--- config.mk ---
export PLATFORM = sky130hd
export DESIGN_NAME = stupidrv_memarb
export DESIGN_NICKNAME = d
export VERILOG_FILES = /design/src/rtl/stupidrv_pkg.sv /design/src/rtl/stupidrv_memarb_cnt.sv /design/src/rtl/stupidrv_memarb.sv
export SDC_FILE = /design/constraint.sdc
export NUM_CORES = 1
export LEC_CHECK = 0
export CORE_AREA = 10 10 125 127
export CTS_CLUSTER_DIAMETER = 200
export DETAILED_ROUTE_END_ITERATION = 12
export DIE_AREA = 0 0 135 137
export HOLD_SLACK_MARGIN = 0.08
export RECOVER_POWER = 100
export SETUP_SLACK_MARGIN = 0.3
export SYNTH_ARGS = -nofsm -noshare
export SYNTH_HDL_FRONTEND = slang
export SYNTH_HIERARCHICAL = 1
export SYNTH_SLANG_ARGS = --single-unit
--- constraint.sdc ---
create_clock -name clock -period 1.5 [get_ports clock]
set_input_delay 0.225 -clock clock [delete_from_list [all_inputs] [get_ports clock]]
set_output_delay 0.225 -clock clock [all_outputs]
set_load 0.02 [all_outputs]
--- src/rtl/stupidrv_pkg.sv ---
// Shared types and constants for the stupidrv memory arbiter.
package stupidrv_pkg;

  localparam int unsigned XLEN = 32;
  localparam int unsigned STRB_WIDTH = 4;

  // Canonical RISC-V NOP (addi x0, x0, 0), presented to the core out of reset
  localparam logic [XLEN-1:0] NOP = 32'h0000_0013;

  // Kind of response expected on mem_rdata in the cycle after an acceptance
  typedef enum logic [1:0] {
    RESP_NONE,
    RESP_FETCH,
    RESP_LOAD,
    RESP_STORE
  } resp_t;

  // One memory request as driven onto the shared port
  typedef struct packed {
    logic [XLEN-1:0]       addr;
    logic [STRB_WIDTH-1:0] wstrb;
    logic [XLEN-1:0]       wdata;
  } mem_req_t;

  // A data request with no byte strobes is a load, anything else is a store
  function automatic resp_t data_resp(input logic [STRB_WIDTH-1:0] wstrb);
    return (wstrb == '0) ? RESP_LOAD : RESP_STORE;
  endfunction

endpackage

--- src/rtl/stupidrv_memarb_cnt.sv ---
// Free-running wrapping event counter with enable, used for arbiter perf statistics.
module stupidrv_memarb_cnt
  import stupidrv_pkg::*;
#(
  parameter int unsigned WIDTH = 32
) (
  input  logic             clock,
  input  logic             reset,
  input  logic             en,
  output logic [WIDTH-1:0] count
);

  // Count enabled cycles, wrapping modulo 2^WIDTH
  always_ff @(posedge clock) begin
    if (reset) begin
      count <= '0;
    end else if (en) begin
      count <= count + WIDTH'(1);
    end
  end

endmodule

--- src/rtl/stupidrv_memarb.sv ---
// Arbiter sharing one single-port memory between the stupidrv fetch and data ports.
// Data accesses win over fetch and stall the core until accepted; fetched instruction
// and load data are held so the core sees stable values across stalls.
// Optional perf counters are built when STUPIDRV_MEMARB_PERF_EN is defined.
module stupidrv_memarb
  import stupidrv_pkg::*;
#(
  parameter int unsigned ADDR_WIDTH = 32,
  parameter int unsigned CNT_WIDTH  = 32
) (
  input  logic                  clock,
  input  logic                  reset,
  input  logic                  stall_in,
  output logic                  stall,
  input  logic [XLEN-1:0]       imem_addr,
  output logic [XLEN-1:0]       imem_data,
  input  logic                  dmem_valid,
  input  logic [XLEN-1:0]       dmem_addr,
  input  logic [STRB_WIDTH-1:0] dmem_wstrb,
  input  logic [XLEN-1:0]       dmem_wdata,
  output logic [XLEN-1:0]       dmem_rdata,
  output logic                  mem_valid,
  input  logic                  mem_ready,
  output logic [ADDR_WIDTH-1:0] mem_addr,
  output logic [STRB_WIDTH-1:0] mem_wstrb,
  output logic [XLEN-1:0]       mem_wdata,
  input  logic [XLEN-1:0]       mem_rdata
`ifdef STUPIDRV_MEMARB_PERF_EN
  ,
  output logic [CNT_WIDTH-1:0]  perf_fetch,
  output logic [CNT_WIDTH-1:0]  perf_data,
  output logic [CNT_WIDTH-1:0]  perf_stall
`endif
);

  resp_t           resp;
  logic            data_done;
  logic [XLEN-1:0] insn_q;
  logic [XLEN-1:0] dmem_rdata_q;

  logic            data_sel;
  logic            accept;
  mem_req_t        req;

  // Per-cycle request select: external stall, then pending data, then fetch
  always_comb begin
    mem_valid = 1'b0;
    stall     = 1'b0;
    data_sel  = 1'b0;
    req       = '0;
    if (!reset) begin
      if (stall_in) begin
        stall = 1'b1;
      end else if (dmem_valid && !data_done) begin
        data_sel  = 1'b1;
        mem_valid = 1'b1;
        stall     = 1'b1;
        req       = '{addr: dmem_addr, wstrb: dmem_wstrb, wdata: dmem_wdata};
      end else begin
        mem_valid = 1'b1;
        stall     = !mem_ready;
        req.addr  = imem_addr;
      end
    end
  end

  assign accept    = mem_valid && mem_ready;

  assign mem_addr  = req.addr[ADDR_WIDTH-1:0];
  assign mem_wstrb = req.wstrb;
  assign mem_wdata = req.wdata;

  // A fetch response goes straight to the core; otherwise replay the held instruction
  assign imem_data  = (resp == RESP_FETCH) ? mem_rdata : insn_q;
  assign dmem_rdata = dmem_rdata_q;

  // Response tracking, data-done flag and captured read data
  always_ff @(posedge clock) begin
    if (reset) begin
      resp         <= RESP_NONE;
      data_done    <= 1'b0;
      insn_q       <= NOP;
      dmem_rdata_q <= '0;
    end else begin
      case (resp)
        RESP_FETCH: insn_q       <= mem_rdata;
        RESP_LOAD:  dmem_rdata_q <= mem_rdata;
        default:    ;
      endcase

      if (!accept) begin
        resp <= RESP_NONE;
      end else if (data_sel) begin
        resp <= data_resp(req.wstrb);
      end else begin
        resp <= RESP_FETCH;
      end

      if (accept && data_sel) begin
        data_done <= 1'b1;
      end else if (!stall) begin
        data_done <= 1'b0;
      end
    end
  end

`ifdef STUPIDRV_MEMARB_PERF_EN
  // Accepted fetches
  stupidrv_memarb_cnt #(.WIDTH(CNT_WIDTH)) u_cnt_fetch (
    .clock (clock),
    .reset (reset),
    .en    (accept && !data_sel),
    .count (perf_fetch)
  );

  // Accepted data requests
  stupidrv_memarb_cnt #(.WIDTH(CNT_WIDTH)) u_cnt_data (
    .clock (clock),
    .reset (reset),
    .en    (accept && data_sel),
    .count (perf_data)
  );

  // Cycles the core is stalled
  stupidrv_memarb_cnt #(.WIDTH(CNT_WIDTH)) u_cnt_stall (
    .clock (clock),
    .reset (reset),
    .en    (stall),
    .count (perf_stall)
  );
`else
  logic unused_cnt_width;
  assign unused_cnt_width = ^CNT_WIDTH'(0);
`endif

endmodule

==> flow_summary.json, run 1 <==
{
  "outcome": "finished with violations",
  "violations": "setup timing",
  "fin_crit_ns": 1.84,
  "h-tree-depth": 3,
  "use_met1_pct": 18.6,
  "antenna_found_initial": 0,
  "layout_common_cells": "buf_6 (137), clkdlybuf4s50_1 (133), nand2_1 (73)",
  "min_to": "data_done",
  "vdd_ir_drop_max_mv": 0.538,
  "io_pins": 271,
  "clockRootBuffer": "clkbuf_16",
  "hp-class": "input port to register",
  "port_buffers": 270,
  "syn_area_um2": 3200,
  "max_freq_ghz": 0.543,
  "synth_seq_area_share_pct": 41.9,
  "yosysTopAreaCellShare_pct": 41.9,
  "drv_cap": 0,
  "critPathRequiredTime_ns": 1.27,
  "cp-end-kind": "primary output",
  "grt-ovfl-total": 0,
  "syn_avg_cell_area_um2": 7.78,
  "clk_pin_slew_ns": 0.06,
  "dr_total_vias": 4177,
  "dieArea_um2": 18500,
  "critPathKind": "register to primary output",
  "fin_crit_sh_pct": 123,
  "clk_latency_ns": 0.33,
  "yosys_warnings": 6,
  "crit_fanout": 5,
  "final_nets": 878,
  "busiest_layer": "met2",
  "die_h_um": 137,
  "r2r-start": "resp[1]",
  "final_max_slew_viol_count": 0,
  "via_per_inst": 4.54,
  "fp-row-count": 42,
  "fin_ws_ns": -0.343,
  "slew_headroom_pct": 51.1,
  "post_drt_wl_per_cell_um": 20.1,
  "hold_start": "stall_in",
  "arrival_ns": 1.62,
  "max-clock-path-buffers": 2,
  "place.gp.congestion": 0.848,
  "dr.pass1.iters": 4,
  "hold_buffers": 0,
  "fill_cells": 995,
  "cts_tree": "done",
  "grt_max_degree": 67,
  "dpl.hpwl_um": 12800,
  "synth_area_leaders": "dfxtp_1 (42%), nand2_1 (15%), a21oi_1 (10%)",
  "first_global_vias": 4416,
  "drc": 0,
  "ys_ff_latch": 67,
  "drive_gt1_share_pct": 52.6,
  "syn-instance-count": 412,
  "grt_use_met3_pct": 7.66,
  "power_per_cell_area_nw_per_um2": 730,
  "tightest_slew_ns": 0.733,
  "track_usage_pct": 17.9,
  "postSynth.asyncResetShare_pct": 0,
  "clock_skew_ns": 0.0117,
  "grt_setup_unrepaired": "true",
  "r2r_cells": 6,
  "clkSinkCount": 67,
  "finalWirelength_um": 18500,
  "holdPathStages": 4,
  "area_delta_synth_final_pct": 173,
  "syn_nets": 549,
  "drtAntennaViolNets": 0,
  "drt-initial-drc-count": 226,
  "die_x_um": 135,
  "reg2reg_to": "insn_q[0]",
  "synth_top_area_cell": "dfxtp_1",
  "ys_types": 19,
  "leakage_nw": 3.64,
  "synth_ff_type": "dfxtp_1",
  "synth_edf_count": 0,
  "antennaDiodeCount": 0,
  "start_kind": "register",
  "critPathLaunch": "data_done",
  "final_common_cell": "buf_6",
  "initial_core_util_pct": 24.5,
  "hold_viol_final": 0,
  "core_area_um2": 13100,
  "postLayoutCellArea_um2": 8740,
  "dpl-instance-area_um2": 6980,
  "grt_pass1_wl_um": 25900,
  "utilization_pct": 66.8,
  "cts_buffers": 9,
  "rrSetupSlack_ns": -0.03,
  "setup_viol": 102,
  "met2_usage_pct": 32.3
}
==> report_power, final <==
part / switching, W / internal, W / leakage, nW
clock: 0.000776 / 0.00179 / 0.172
sequential: 0.0000194 / 0.00183 / 0.544
combinational: 0.000835 / 0.00114 / 2.92
==> through the flow <==
stage	cells	setup TNS [ns]	worst slack [ns]	total power [W]	hold slack, ns
floorplan	412	0	0.167	0.00263	0.341
global placement	848	-57.52	-0.753	0.00336	0.442
detailed placement	848	-57.90	-0.770	0.00337	0.446
CTS	893	-23.95	-0.360	0.00617	0.274
global route	921	-31.69	-0.402	0.00664	0.319
finish	921	-25.67	-0.343	0.00638	0.255
==> Yosys cell counts (2+ instances only) <==
| library cell | instances |
|---|---|
| a21oi_1 | 66 |
| and3_1 | 37 |
| buf_2 | 4 |
| buf_4 | 2 |
| buf_6 | 4 |
| clkbuf_1 | 28 |
| dfxtp_1 | 67 |
| mux2_1 | 7 |
| mux2_2 | 24 |
| nand2_1 | 129 |
| nand2b_1 | 3 |
| nor2b_1 | 32 |
| or2_1 | 2 |
| or2_2 | 2 |
==> state kept, by name (all words and copies together), names as in the netlist <==
signal	flops
data_done	1
insn_q	32
dmem_rdata	32
resp	2
==> worst max-delay path, cell delays in order (launching register included) <==
cell and delay [ns]:
dfxtp_4 0.36, nor2b_4 0.17, buf_6 0.12, buf_6 0.10
buf_16 0.12, buf_8 0.11, nand2_2 0.07, a21oi_4 0.12
buf_6 0.13
==> worst max-delay path by stage <==
| stage | slack (ns) | endpoint | depth (start not counted) |
|---|---|---|---|
| floorplan | 0.17 | insn_q[4] | 5 |
| global placement | -0.75 | mem_addr[29] | 6 |
| detailed placement | -0.77 | mem_addr[29] | 6 |
| CTS | -0.36 | mem_addr[16] | 8 |
| global route | -0.40 | imem_data[2] | 5 |
| finish | -0.34 | mem_addr[0] | 8 |
==> per-layer routing <==
| metal | up-vias | share of wire [%] | wire, um |
|---|---|---|---|
| met4 | 0 | 2.0 | 369 |
| met2 | 169 | 53 | 9780 |
| met1 | 1973 | 36 | 6680 |
| met5 | - | 0 | 0 |
| li1 | 2015 | - | - |
| met3 | 20 | 8.9 | 1640 |
==> layout make-up <==
cell class | instances | area [um^2] | area share, %
repair buffers | 356 | 4030 | 46.1
multi-input cells | 306 | 2770 | 31.7
flip-flops and latches | 67 | 1350 | 15.4
clock buffers | 9 | 225 | 2.58
well taps | 176 | 220 | 2.52
clock inverters | 6 | 136 | 1.56
inverters | 1 | 8.76 | 0.100
==> kinds of logic after synthesis <==
kind of cell           Yosys count  synth area share (%)
AND/OR/NAND/NOR                207                  30.3
flip-flops                      67                  41.9
multiplexers                    33                  11.7
AO/OA/AOI/OAI                   66                  10.3
buffers and inverters           39                  5.90
==> repair_timing <==
action	4_1_cts	5_1_grt
gates resized for setup	706	184
setup endpoints to repair	194	149
buffers inserted	23	20
cloned	7	8
pin swaps	9	72
Power figures use the tool's default switching activity.
==> run 2: changes to the inputs <==
--- a/config.mk
+++ b/config.mk
@@ -5,14 +5,13 @@
 export SDC_FILE = /design/constraint.sdc
 export NUM_CORES = 1
 export LEC_CHECK = 0
-export CORE_AREA = 10 10 125 127
+export CORE_AREA = 2 2 117 119
 export CTS_CLUSTER_DIAMETER = 200
 export DETAILED_ROUTE_END_ITERATION = 12
-export DIE_AREA = 0 0 135 137
+export DIE_AREA = 0 0 119 121
 export HOLD_SLACK_MARGIN = 0.08
 export RECOVER_POWER = 100
 export SETUP_SLACK_MARGIN = 0.3
 export SYNTH_ARGS = -nofsm -noshare
 export SYNTH_HDL_FRONTEND = slang
-export SYNTH_HIERARCHICAL = 1
 export SYNTH_SLANG_ARGS = --single-unit
==> constraint.sdc (replaced) <==
create_clock -name clock -period 2.2 [get_ports clock]
set_input_delay 0.33 -clock clock [delete_from_list [all_inputs] [get_ports clock]]
set_output_delay 0.33 -clock clock [all_outputs]
set_load 0.02 [all_outputs]
==> run 2 against run 1 <==
Net effect:
- the flow now finishes without violations
- area after synthesis stayed put
- clock skew is 0.0041 ns lower
- wire length is 22% lower
- combinational power is 56% lower
- core utilization is 17 points lower
- first-iteration DRC count is 18% lower
- sequential share of layout area is 5.3 points higher
- synthesized cell count stayed put
- setup slack better by 0.50 ns
- register-to-register slack better by 0.66 ns
- critical path type is now input port to primary output
==> flow_summary.json, run 2 <==
{
  "outcome": "finished clean",
  "fill_cells": 1263,
  "grt_setup_unrepaired": "true",
  "tightest_slew_ns": 1.32,
  "synth_area_leaders": "dfxtp_1 (42%), nand2_1 (15%), a21oi_1 (10%)",
  "fin_crit_ns": 2.04,
  "via_per_inst": 4.50,
  "dr.pass1.iters": 4,
  "met2_length_um": 7520,
  "dr_total_vias": 3873,
  "ys_top_cells_by_count": "nand2_1 (129), dfxtp_1 (67), a21oi_1 (66)",
  "postSynth.asyncResetShare_pct": 0,
  "final_common_cell": "clkdlybuf4s50_1",
  "final_max_slew_viol_count": 0,
  "wl_met3_um": 917,
  "start_kind": "input port",
  "area_delta_synth_final_pct": 103,
  "syn_area_um2": 3200,
  "layout_common_cells": "clkdlybuf4s50_1 (133), nand2_1 (128), a21oi_1 (65), dfxtp_1 (65), clkbuf_1 (42)",
  "final_nets": 817,
  "h-tree-depth": 3,
  "drive_gt1_share_pct": 19.1,
  "yosysTopAreaCellShare_pct": 41.9,
  "ys_ff_latch": 67,
  "port_buffers": 270,
  "cts_buffers": 9,
  "leakage_nw": 2.85,
  "wl_met1_um": 5720,
  "min_to": "dmem_rdata[9]",
  "cp-end-kind": "primary output",
  "seq_area_um2": 1340,
  "synth_edf_count": 0,
  "power_per_cell_area_nw_per_um2": 551,
  "place.gp.congestion": 0.914,
  "holdPathStages": 2,
  "whs_ns": 0.452,
  "synth_top_area_cell": "dfxtp_1",
  "max-clock-path-buffers": 2,
  "vdd_ir_drop_max_mv": 0.340,
  "clkSinkCount": 67,
  "initial_core_util_pct": 24.5,
  "cts_tree": "done",
  "yosys_warnings": 0,
  "r2r-start": "resp[1]",
  "reg2reg_to": "insn_q[0]",
  "hp-class": "register to register",
  "setup_viol": 0,
  "slew_headroom_pct": 12.2,
  "synth_ff_type": "dfxtp_1",
  "clk_pin_slew_ns": 0.05,
  "antenna_found_initial": 0,
  "track_usage_pct": 19.1,
  "arrival_ns": 1.71,
  "post_drt_wl_per_cell_um": 16.7,
  "hold_viol_final": 0,
  "syn_avg_cell_area_um2": 7.78,
  "die_h_um": 121,
  "grt-ovfl-total": 0,
  "syn-instance-count": 412,
  "ys_types": 19,
  "dpl.hpwl_um": 9680,
  "fp-row-count": 42,
  "drc": 0,
  "hold_buffers": 0,
  "clock_skew_ns": 0.00760,
  "critPathKind": "input port to primary output",
  "critPathRequiredTime_ns": 1.87,
  "drtAntennaViolNets": 0,
  "core_area_um2": 13100,
  "final.setup.tns_ns": 0,
  "antennaDiodeCount": 0,
  "syn_nets": 549,
  "postLayoutCellArea_um2": 6490,
  "dieArea_um2": 14400,
  "rrSetupSlack_ns": 0.63,
  "multi_input_area_um2": 1790,
  "drv_cap": 0,
  "grt_max_degree": 66,
  "clk_latency_ns": 0.32,
  "first_global_vias": 3889,
  "clockRootBuffer": "clkbuf_16",
  "grt_pass1_wl_um": 21300,
  "synth.most_common_cell": "nand2_1",
  "crit_fanout": 20,
  "die_x_um": 119,
  "fin_crit_sh_pct": 92.7,
  "power_w": 0.00358,
  "max_freq_ghz": 0.490,
  "dpl-instance-area_um2": 6080,
  "hold_start": "dmem_rdata[9]",
  "r2r_cells": 4,
  "synth_seq_area_share_pct": 41.9,
  "top_layer": "met4",
  "drt-initial-drc-count": 185,
  "io_pins": 271,
  "finalWirelength_um": 14400
}
-- run 2: cell families (layout without fill, tap and decap cells) --
group / count (synthesis) / after routing / synth area share [%]
simple gates: 207 / 207 / 30.3
flops: 67 / 67 / 41.9
compound gates: 66 / 66 / 10.3
buf+inv: 39 / 312 / 5.90
mux: 33 / 33 / 11.7
-- run 2: how the worst max path moves through the flow --
stage	cells past startpoint	startpoint	slack (ns)	endpoint
after global placement	5	dmem_valid	-0.25	mem_wstrb[3]
after global routing	6	stall_in	0.12	mem_wdata[27]
after floorplan	5	data_done	0.55	mem_addr[0]
after detailed placement	6	dmem_valid	-0.29	mem_addr[19]
final	6	stall_in	0.16	mem_wdata[17]
after CTS	4	resp[1]	0.20	imem_data[8]
-- run 2: area by class of cell --
type	instances	share of cell area, %
Clock buffer	12	3.95
Clock inverter	4	0.752
Inverter	1	0.0578
Multi-Input combinational cell	306	27.6
Sequential cell	67	20.7
Tap cell	176	3.39
Timing Repair Buffer	295	43.5
-- run 2: metal layers --
| layer | track usage [%] | vias up |
|---|---|---|
| li1 | - | 1892 |
| met1 | 21.7 | 1774 |
| met3 | 4.61 | 26 |
| met4 | 6.10 | 0 |
| met5 | 0 | - |
| met2 | 35.1 | 181 |
-- run 2: stage by stage --
step	setup slack (ns)	std cells	utilization (%)
2_1_floorplan	0.552	412	-
3_3_place_gp	-0.249	831	46.5
3_5_place_dp	-0.294	831	46.5
4_1_cts	0.197	857	50.2
5_1_grt	0.116	861	49.6
6_report	0.161	861	49.6
-- run 2: worst max-delay path, stage by stage --
cell and delay [ns]:
dlygate4sd2_1 0.25, or2_0 0.25, inv_1 0.16, buf_12 0.16, and3_1 0.15, clkdlybuf4s25_1 0.39
-- run 2: where the power goes --
group	total, W	internal [W]	switching, W
clock	0.00144	0.000937	0.000508
combinational	0.000872	0.000485	0.000387
sequential	0.00126	0.00125	0.0000127
total	0.00358	0.00267	0.000908
-- run 2: repair_timing --
| action | in CTS | in global routing |
|---|---|---|
| cloned | 7 | 2 |
| pin swaps | 4 | 0 |
| hold endpoints to repair | 0 | 0 |
| endpoints found under the setup margin | 102 | 68 |
| gates resized for setup | 400 | 113 |
| setup buffers | 3 | 2 |
